File: src/rtl/wb_demux1to3_32.sv
// Registered 1-to-3 write-data distributor: one upstream valid/ready word is
// steered to destination A, B or C by a 2-bit select, with a ready timeout.
module wb_demux1to3_32 #(
  parameter int WIDTH   = 32,
  parameter int TIMEOUT = 16
) (
  input  logic             clk,
  input  logic             rst_n,
  input  logic             in_valid,
  output logic             in_ready,
  input  logic [1:0]       in_sel,
  input  logic [WIDTH-1:0] in_data,
  output logic             a_valid,
  input  logic             a_ready,
  output logic [WIDTH-1:0] a_data,
  output logic             b_valid,
  input  logic             b_ready,
  output logic [WIDTH-1:0] b_data,
  output logic             c_valid,
  input  logic             c_ready,
  output logic [WIDTH-1:0] c_data,
  output logic             busy,
  output logic             err,
  output logic             err_cause
);

  typedef enum logic [0:0] {IDLE = 1'b0, SEND = 1'b1} state_t;

  localparam logic [1:0] SEL_B   = 2'b00;
  localparam logic [1:0] SEL_A   = 2'b01;
  localparam logic [1:0] SEL_C   = 2'b10;
  localparam logic [1:0] SEL_BAD = 2'b11;
  localparam logic [7:0] CNT_LAST = 8'(TIMEOUT - 1);

  state_t             state_r, next_state_s;
  logic [1:0]         sel_r, sel_nxt_s;
  logic [WIDTH-1:0]   hold_r, hold_nxt_s;
  logic [7:0]         cnt_r, cnt_nxt_s;
  logic               in_ready_r, a_valid_r, b_valid_r, c_valid_r;
  logic               busy_r, err_r, err_cause_r;
  logic               err_nxt_s, err_cause_nxt_s;
  logic               accept_s, dst_ready_s, timeout_s;

  assign accept_s  = in_valid && in_ready_r;
  assign timeout_s = (cnt_r == CNT_LAST) && !dst_ready_s;

  // Only the captured destination's ready can complete a transfer
  always_comb begin
    dst_ready_s = 1'b0;
    case (sel_r)
      SEL_B:   dst_ready_s = b_ready;
      SEL_A:   dst_ready_s = a_ready;
      SEL_C:   dst_ready_s = c_ready;
      default: dst_ready_s = 1'b0;
    endcase
  end

  // State register
  always_ff @(posedge clk or negedge rst_n) begin
    if (!rst_n) begin
      state_r <= IDLE;
    end else begin
      state_r <= next_state_s;
    end
  end

  // Next-state logic
  always_comb begin
    next_state_s = state_r;
    case (state_r)
      IDLE: begin
        if (accept_s && (in_sel != SEL_BAD)) begin
          next_state_s = SEND;
        end else begin
          next_state_s = IDLE;
        end
      end
      SEND: begin
        if (dst_ready_s || timeout_s) begin
          next_state_s = IDLE;
        end else begin
          next_state_s = SEND;
        end
      end
      default: next_state_s = IDLE;
    endcase
  end

  // Next values of the datapath and flag registers
  always_comb begin
    sel_nxt_s       = sel_r;
    hold_nxt_s      = hold_r;
    cnt_nxt_s       = cnt_r;
    err_nxt_s       = 1'b0;
    err_cause_nxt_s = err_cause_r;
    case (state_r)
      IDLE: begin
        if (accept_s) begin
          sel_nxt_s  = in_sel;
          hold_nxt_s = in_data;
          cnt_nxt_s  = 8'd0;
          if (in_sel == SEL_BAD) begin
            err_nxt_s       = 1'b1;
            err_cause_nxt_s = 1'b0;
          end else begin
            err_nxt_s = 1'b0;
          end
        end else begin
          sel_nxt_s = sel_r;
        end
      end
      SEND: begin
        if (!dst_ready_s) begin
          // Counter saturates so a large TIMEOUT can never wrap past its limit
          cnt_nxt_s = (cnt_r == 8'hFF) ? cnt_r : cnt_r + 8'd1;
          if (timeout_s) begin
            err_nxt_s       = 1'b1;
            err_cause_nxt_s = 1'b1;
          end else begin
            err_nxt_s = 1'b0;
          end
        end else begin
          cnt_nxt_s = cnt_r;
        end
      end
      default: begin
        err_nxt_s = 1'b0;
      end
    endcase
  end

  // Output and datapath registers, all loaded from next-state values
  always_ff @(posedge clk or negedge rst_n) begin
    if (!rst_n) begin
      sel_r       <= 2'b00;
      hold_r      <= '0;
      cnt_r       <= 8'd0;
      in_ready_r  <= 1'b0;
      a_valid_r   <= 1'b0;
      b_valid_r   <= 1'b0;
      c_valid_r   <= 1'b0;
      busy_r      <= 1'b0;
      err_r       <= 1'b0;
      err_cause_r <= 1'b0;
    end else begin
      sel_r       <= sel_nxt_s;
      hold_r      <= hold_nxt_s;
      cnt_r       <= cnt_nxt_s;
      in_ready_r  <= (next_state_s == IDLE);
      a_valid_r   <= (next_state_s == SEND) && (sel_nxt_s == SEL_A);
      b_valid_r   <= (next_state_s == SEND) && (sel_nxt_s == SEL_B);
      c_valid_r   <= (next_state_s == SEND) && (sel_nxt_s == SEL_C);
      busy_r      <= (next_state_s == SEND);
      err_r       <= err_nxt_s;
      err_cause_r <= err_cause_nxt_s;
    end
  end

  assign in_ready  = in_ready_r;
  assign a_valid   = a_valid_r;
  assign b_valid   = b_valid_r;
  assign c_valid   = c_valid_r;
  assign a_data    = hold_r;
  assign b_data    = hold_r;
  assign c_data    = hold_r;
  assign busy      = busy_r;
  assign err       = err_r;
  assign err_cause = err_cause_r;

endmodule

File: config.mk
export PLATFORM = sky130hd
export DESIGN_NAME = wb_demux1to3_32
export DESIGN_NICKNAME = d
export VERILOG_FILES = /design/src/rtl/wb_demux1to3_32.sv
export SDC_FILE = /design/constraint.sdc
export NUM_CORES = 1
export LEC_CHECK = 0
export ABC_CLOCK_PERIOD_IN_PS = 2300
export BUFFER_PORTS_ARGS = -buffer_cell sky130_fd_sc_hd__clkbuf_2
export CAP_MARGIN = 40
export CORE_MARGIN = 2
export CORE_UTILIZATION = 44
export DETAILED_ROUTE_END_ITERATION = 8
export GPL_ROUTABILITY_DRIVEN = 0
export HOLD_SLACK_MARGIN = 0.12
export PLACE_DENSITY = 0.8
export SYNTH_ARGS = -nofsm -noshare
export SYNTH_HDL_FRONTEND = slang
export SYNTH_SLANG_ARGS = --single-unit
File: constraint.sdc
create_clock -name clk -period 2.3 [get_ports clk]
set_clock_uncertainty 0.15 [all_clocks]
set_input_delay 0.23 -clock clk [delete_from_list [all_inputs] [get_ports clk]]
set_output_delay 0.23 -clock clk [all_outputs]
set_load 0.01 [all_outputs]
==> results of run 1 <==
[cell type report]
class / instances / area [um2] / area share
Clock buffer: 5 / 68.82 / 0.02096
Timing Repair Buffer: 180 / 1084 / 0.3300
Multi-Input combinational cell: 91 / 773.2 / 0.2355
Clock inverter: 3 / 26.28 / 0.008003
Sequential cell: 49 / 1226 / 0.3735
Tap cell: 72 / 90.09 / 0.02744
Inverter: 4 / 15.01 / 0.004573
[cells in the mapped netlist (all sizes together)]
cell / count
buf: 69
dfrtp: 49
mux2: 33
nand3: 7
nand2: 6
o2bb2a: 5
a21oi: 4
inv: 4
and3: 3
nor2: 3
nor3: 3
a211oi: 2
a21boi: 2
clkbuf: 2
mux2i: 2
nand3b: 2
nand4: 2
o211ai: 2
o21ai: 2
o31ai: 2
or3: 2
a2bb2oi: 1
a311o: 1
and4b: 1
ha: 1
o211a: 1
o22ai: 1
or2: 1
or3b: 1
or4b: 1
[sequential cells by signal, summed over array words and instances, names as in the netlist]
signal,count
cnt_r,8
a_valid,1
in_ready,1
err,1
err_cause,1
busy,1
b_valid,1
c_valid,1
sel_r,2
a_data,32
[worst max-delay path, stage by stage, from the launching register on]
cell	delay, ns
sky130_fd_sc_hd__dfrtp_1	0.60
sky130_fd_sc_hd__o211ai_1	0.41
sky130_fd_sc_hd__or4b_2	0.73
sky130_fd_sc_hd__nand3_1	0.10
[worst paths after layout]
path / depth (start not counted) / slack [ns] / startpoint / endpoint
max in group asynchronous: 3 / 1.18 / rst_n / cnt_r[3]
setup reg to reg: 3 / 0.26 / busy / cnt_r[0]
setup / recovery: 3 / 0.26 / busy / cnt_r[0]
hold reg to reg: 2 / 0.39 / err_cause / err_cause
min in group asynchronous: 3 / 0.41 / rst_n / a_data[13]
hold / removal: 4 / 0.31 / a_ready / in_ready
[layout by cell type, fill, tap and decap left out, types with 4 or more instances in the layout]
cell	synthesis	layout
sky130_fd_sc_hd__nand3_1	7	7
sky130_fd_sc_hd__nand2_1	6	6
sky130_fd_sc_hd__dlygate4sd3_1	0	35
sky130_fd_sc_hd__o2bb2a_1	5	5
sky130_fd_sc_hd__dfrtp_1	49	49
sky130_fd_sc_hd__clkbuf_8	0	5
sky130_fd_sc_hd__mux2_2	33	33
sky130_fd_sc_hd__a21oi_1	4	4
sky130_fd_sc_hd__clkbuf_2	0	142
[report_power, final]
| group | total [uW] | internal (uW) | switching [uW] |
|---|---|---|---|
| Clock | 532 | 221 | 311 |
| Combinational | 2100 | 1010 | 1080 |
| Sequential | 1550 | 1210 | 339 |
| Total | 4180 | 2450 | 1730 |
[metal layers]
metal  vias to the layer above  routed length (um)  GRT usage
met5                         -                   0          0
met4                         0                  88    0.05932
met3                         6                 429    0.04638
met2                        94                2633     0.2891
met1                       890                2004     0.1753
li1                        910                   -          -
[cells by family (layout without fill, tap and decap cells)]
logic type,count (synthesis),after routing
muxes,35,35
buffers and inverters,75,192
and+or+nand+nor,32,32
DFF,49,49
adders and majority gates,1,1
AOI/OAI and AO/OA,23,23
[repair_timing]
| action | CTS | global route |
|---|---|---|
| hold buffers | 35 | 0 |
| gates resized for setup | 0 | 0 |
| endpoints found under the hold margin | 86 | 0 |
[metrics by stage]
| step | hold WS, ns | power, uW | std cells | setup WS, ns |
|---|---|---|---|---|
| after floorplan | -0.2156 | 3385 | 215 | 0.4705 |
| after global placement | 0.2199 | 3587 | 361 | 0.3621 |
| after detailed placement | 0.2237 | 3633 | 361 | 0.2726 |
| after CTS | 0.3005 | 4211 | 404 | 0.2471 |
| after global routing | 0.3149 | 4483 | 404 | 0.08090 |
| final | 0.3054 | 4183 | 404 | 0.2565 |
==> flow_results.org, run 1 <==
** Status
- The flow ran to the end, and the final reports show no timing, DRC or antenna violations.

** Setup path
- Crit path required time :: 2.40 ns
- By startpoint and endpoint, the worst setup path is classified as flip-flop to flip-flop.
- Kind of end point of the critical path :: flip-flop
- Arrival time of the worst setup path :: 2.14 ns
- The worst setup path is launched from a flip-flop.
- Largest fanout on the critical path :: 15

** Route
- Via density per instance :: 4.703
- For this block, the routed nets add up to 5156 um of wire.
- DR DRC count :: 0
- Routed length per placed instance :: 12.76 um
- Number of detailed-route iterations in the first pass :: 4
- Across all layers, the routed design uses 1,900 vias.
- DRC violation total after the first TritonRoute iteration :: 22
- The detail route stage leaves a number of antenna-violating nets equal to 0.

** Global routing
- The number of antenna violations at the first check in global routing came to 0.
- Entering global routing, the biggest net connects 50 pins.
- For this run, the total global-route usage over all layers was measured as 0.1593.
- Wire length of the first global-routing pass :: 7900 um
- Summed over all layers, the global routing overflow is 0.
- The number of global-route vias before repair was 1,764.

** Clock network
- Number of levels the H-tree was split into :: 2
- CTS placed an instance of sky130_fd_sc_hd__clkbuf_8 at the clock tree root.
- Clock tree from TritonCTS :: built
- Clock latency on the worst-skew pair, taken at its later pin, is 0.31 ns.
- Clock-pin slew was measured on the worst setup and hold paths at 0.10 ns.
- In this run, CTS created clock tree buffers numbering 5.
- Clock tree synthesis found a total of 49 sinks.
- Once the clock tree was built, the setup fixing pass inserted 0 buffers.
- The longest clock path from root to sink contains 2 buffers.

** STA
- Clock period minus final worst setup slack :: 2.044 ns
- RSZ-0062 raised after global routing :: false
- Slew @ Worst Pin :: 0.7641 ns
- Maximum clock frequency :: 489.3 MHz
- In the finished design, the share of the clock period the worst path needs comes to 0.8885.
- Final Slew Violations :: 0
- Max transition margin :: 0.4883
- Final Hold Viols :: 0
- Sum Neg Setup Slack :: 0 ns
- Total setup violations reported at the end of the flow :: 0

** Synth
- Synthesized-area fraction occupied by ao, oa, aoi and oai cells :: 0.07384
- Post-synthesis share of cell area spent on full adders, half adders and majority gates :: 0.004955
- Of the synthesized area, sequential elements account for 0.4856.
- Simple-gate portion of the synthesized area :: 0.07235
- Main combinational cell family by area after synthesis :: buffers and inverters
- The biggest area contributor in the post-synthesis netlist is sky130_fd_sc_hd__dfrtp_1.
- Number of cells produced by synthesis :: 215
- Of the total synthesized cell area, the portion taken by XOR and XNOR cells is 0.
- The portion of synthesized area spent on multiplexers is 0.1551.
- The number of nets handed over by synthesis was 256.
- Synthesis inferred 49 register bits.
- Avg Cell Area, Syn :: 11.74 um2
- The share of synthesized area in the top cell type comes to 0.4856.
- Unique cell type count in the Yosys netlist :: 35
- Cell types with the largest area share after synthesis :: sky130_fd_sc_hd__dfrtp_1 49%, sky130_fd_sc_hd__buf_4 19%, sky130_fd_sc_hd__mux2_2 15%
- Warnings, synthesis :: 0
- Post-synthesis cell area :: 2525 um2

** Place
- During placement, the flow inserted port buffers numbering 142.
- After detailed placement, the total cell area comes to 2838 um2.
- Half-perimeter wire length after detailed placement :: 3396 um

** Layout
- Post-layout nets :: 372
- Number of inserted filler cells in the final layout :: 445
- Final design area excluding fillers :: 3283 um2
- Synthesis-to-layout area growth :: 30.03%
- Core utilization of the finished layout :: 0.5926
- The number of antenna diodes in the final layout is 0.
- Of the cells placed in the final design, the portion with a size suffix greater than 1 is 0.5783.

** Floorplanning
- Die area :: 6360 um2
- Site Rows :: 27
- The initial utilization of the core area, before any placement, comes to 0.4557.
- The die is 79.75 um wide.
- 143 I/O pins were placed.
- The total area inside the core boundary comes to 5540 um2.
- The die is 79.75 um tall.

** Power
- For this design the static power due to leakage is 0.001712 uW.
- Worst vdd rail ir drop :: 0.0007145 V
- Pwr dens :: 1274 nW/um2

** Run
- Across the run, the number of max-cap violations was 0.

** Hold path
- The tightest min-delay check is of the primary input to flip-flop type.
Power figures use the tool's default switching activity.
==> inputs of run 2 (changes only) <==
==> constraint.sdc (replaced) <==
create_clock -name clk -period 2.3 [get_ports clk]
set_clock_uncertainty 0.15 [all_clocks]
set_input_delay 0.115 -clock clk [delete_from_list [all_inputs] [get_ports clk]]
set_output_delay 0.115 -clock clk [all_outputs]
set_load 0.01 [all_outputs]
==> run 2 against run 1 <==
  * Combinational power hardly changed
  * Non-clock buffer count is 1 higher
  * Global-route usage grew 0.47 points
  * Critical path depth unchanged
  * Utilization is 0.23 points higher
  * Clock power rose by 0.9%
  * Clock-buffer cell count increased by 1
  * Routed wire length rose by 1.4%
  * Critical path type unchanged
==> flow_results.org, run 2 (synthesized netlist as in run 1, its figures left out) <==
** Place
- The HPWL after detailed placement is 3511 um.
- The number of placed instances, taps included, is 362.
- Input and output buffers added on the ports amount to 142.

** Hold path
- Cell depth of the worst hold path :: 4
- Hold EP :: in_ready
- The startpoint identified for the worst hold timing path is a_ready.
- Kind of path behind the tightest hold check :: primary input to flip-flop

** Setup path
- Grouping stages by cell kind, the critical path spends the most delay in simple AND/OR/NAND/NOR gates.
- Walking the worst path, the cells encountered are o211ai_1 > or4b_2 > nand3_1.
- Capturing point of the worst reg2reg path :: cnt_r[0]
- For the worst flop-to-flop path, the logic depth is 3.
- Arrival time of the worst setup path :: 2.14 ns
- Number of buffers and inverters on the critical path :: 0
- Startpoint type of the worst setup path :: flip-flop
- Worst setup path start :: busy
- Type of the worst setup path :: flip-flop to flip-flop
- The largest single stage delay on the critical path is 0.73 ns.
- The startpoint identified for the worst register-to-register timing path is busy.
- Kind of end point of the critical path :: flip-flop
- Largest fanout on the critical path :: 15
- Among all stages on the critical path, the largest delay is contributed by sky130_fd_sc_hd__or4b_2.
- Crit path required time :: 2.39 ns
- Worst reg2reg setup slack :: 0.25 ns

** Status
- Status :: finished, final reports clean

** Floorplanning
- The region available for standard cell placement spans 5540 um2.
- Site Rows :: 27
- The floorplan step defined a die boundary enclosing 6360 um2.
- From bottom edge to top edge, the die measures 79.75 um.
- For this configuration, the core starts out at a cell density of 0.4557.
- I/O Pins :: 143
- Die width :: 79.75 um

** Layout
- The filler cells instantiated in the layout total 461.
- Post-layout nets :: 373
- Compared with the post-synthesis result, the final layout area differs by 30.53%.
- The library cell used most frequently in the layout, excluding fill and tap cells, is sky130_fd_sc_hd__clkbuf_2.
- Once layout is complete, the utilization of the core stands at 0.5949.
- The register with the most flip-flops in the layout has 32 of them.
- Commonest non-fill, non-tap cells in the layout :: 142 x sky130_fd_sc_hd__clkbuf_2, 49 x sky130_fd_sc_hd__dfrtp_1, 35 x sky130_fd_sc_hd__dlygate4sd3_1
- The number of antenna diodes in the final layout is 0.
- Cell Count, Final, Fillers Out :: 405
- Of the cells placed in the final design, the portion with a size suffix greater than 1 is 0.5796.

** Clock network
- After clock tree synthesis, the clock-pin slew on the worst setup and hold paths is 0.09 ns.
- Count of instances resized after the clock tree is built :: 0
- The clock passes through at most 2 buffers.
- The H-tree generated during clock tree synthesis spans 2 levels.
- Clock buffers created by TritonCTS :: 5
- The clock net in this run drives a total of 49 sinks.
- Clock root buffer :: sky130_fd_sc_hd__clkbuf_8
- The number of setup buffers added after CTS is 0.
- Clock latency on the worst-skew pair, taken at its later pin, is 0.30 ns.
- Buffers inserted to repair hold after CTS numbered 35.
- Clock tree from TritonCTS :: built

** Global routing
- GR Util All Layers :: 0.1641
- After global routing the overflow that remains totals 0.
- The number of antenna violations at the first check in global routing came to 0.
- Largest net degree at the start of global routing :: 29
- Wire length of the first global-routing pass :: 8100 um
- The number of global-route vias before repair was 1,761.

** Route
- Uppermost routed layer :: met4
- The detailed router placed 1,936 vias in this run.
- Via density per instance :: 4.780
- DR DRC count :: 0
- The detailed router finished its first iteration with 23 violations.
- Met2 wire len :: 2797 um
- Final ANT Viol Nets :: 0
- In the final routing, the length of wire on met1 measures 1892 um.
- The first detailed-routing pass took 5 iterations.
- For this block, the routed nets add up to 5230 um of wire.
- Dividing the detail-routed wire length by the instance count gives 12.91 um.
- Met3 wirelength from detailed routing :: 424 um

** Power
- Sequential power share :: 0.370
- Relative contribution of the clock network to total power :: 0.128
- Of the total power, the share spent switching nets is 0.4097.
- The analysis attributes to cell leakage a power of 0.001726 uW.
- Pwr dens :: 1274 nW/um2
- Of the total power, combinational logic draws 0.502.
- Worst vdd rail ir drop :: 0.0007910 V
- Cell internal power was estimated by the tool at 2479 uW.
- The analysis attributes to net switching a power of 1721 uW.

** STA
- In the finished design, the share of the clock period the worst path needs comes to 0.8898.
- Max transition margin :: 0.4932
- Slew @ Worst Pin :: 0.7568 ns
- The number of max-slew violations in the final report is 0.
- Setup violations remaining at the end of the flow were counted as 0.
- In the final timing run, aggregate negative setup slack is 0 ns.
- RSZ-0062 raised after global routing :: false
- Static timing analysis puts the maximum clock frequency at 488.6 MHz.
- The routed design could run at a clock period as short as 2.046 ns.
- Final Hold Viols :: 0

** Run
- Max-capacitance violation count :: 0
run 2: cell count changes in the layout (fill, tap and decap cells not counted), sizes merged:
cell / change
clkbuf: +1
buf: +1
clkinv: +1
clkinvlp: -2
run 2: power by group through the flow:
stage                     logic (uW)  registers [uW]  clock network [uW]
final                           2110            1550                 537
after global routing            2290            1610                 604
after CTS                       2120            1550                 560
after detailed placement        2070            1560                   0
after global placement          2060            1530                   0
after floorplan                 1710            1670                   0
run 2: cell type report:
type                       instances  area [um2]  area share
clock buffer                       6       82.58     0.02506
clock inverter                     2       17.52    0.005315
inverter                           4       15.01    0.004556
multi-input combinational         91       773.2      0.2346
sequential                        49        1226      0.3721
tap                               72       90.09     0.02733
timing repair buffer             181        1091      0.3311
run 2: how the worst max path moves through the flow:
stage | cells past startpoint | to | slack (ns)
finish | 3 | cnt_r[0] | 0.25
global route | 6 | a_valid | 0.10
CTS | 6 | a_valid | 0.26
detailed placement | 4 | cnt_r[0] | 0.29
global placement | 3 | cnt_r[0] | 0.36
floorplan | 5 | cnt_r[0] | 0.47
run 2: worst register-to-register path: stages, from the launching register on:
cell	delay [ns]
sky130_fd_sc_hd__dfrtp_1	0.59
sky130_fd_sc_hd__o211ai_1	0.41
sky130_fd_sc_hd__or4b_2	0.73
sky130_fd_sc_hd__nand3_1	0.10
run 2: per-stage QoR:
stage,hold slack (ns),setup slack [ns],power (uW),cell area [um2]
after floorplan,-0.3306,0.4705,3385,2525
after global placement,0.04348,0.3587,3589,2845
after detailed placement,0.03642,0.2892,3635,2845
after CTS,0.1912,0.2639,4226,3296
after global routing,0.2250,0.1036,4508,3296
final,0.2039,0.2535,4200,3296
run 2: per-layer routing:
metal  vias to the layer above  GRT usage
li1                        915          -
met1                       913     0.1794
met2                        98     0.3017
met3                        10    0.04072
met4                         0    0.06610
met5                         -          0
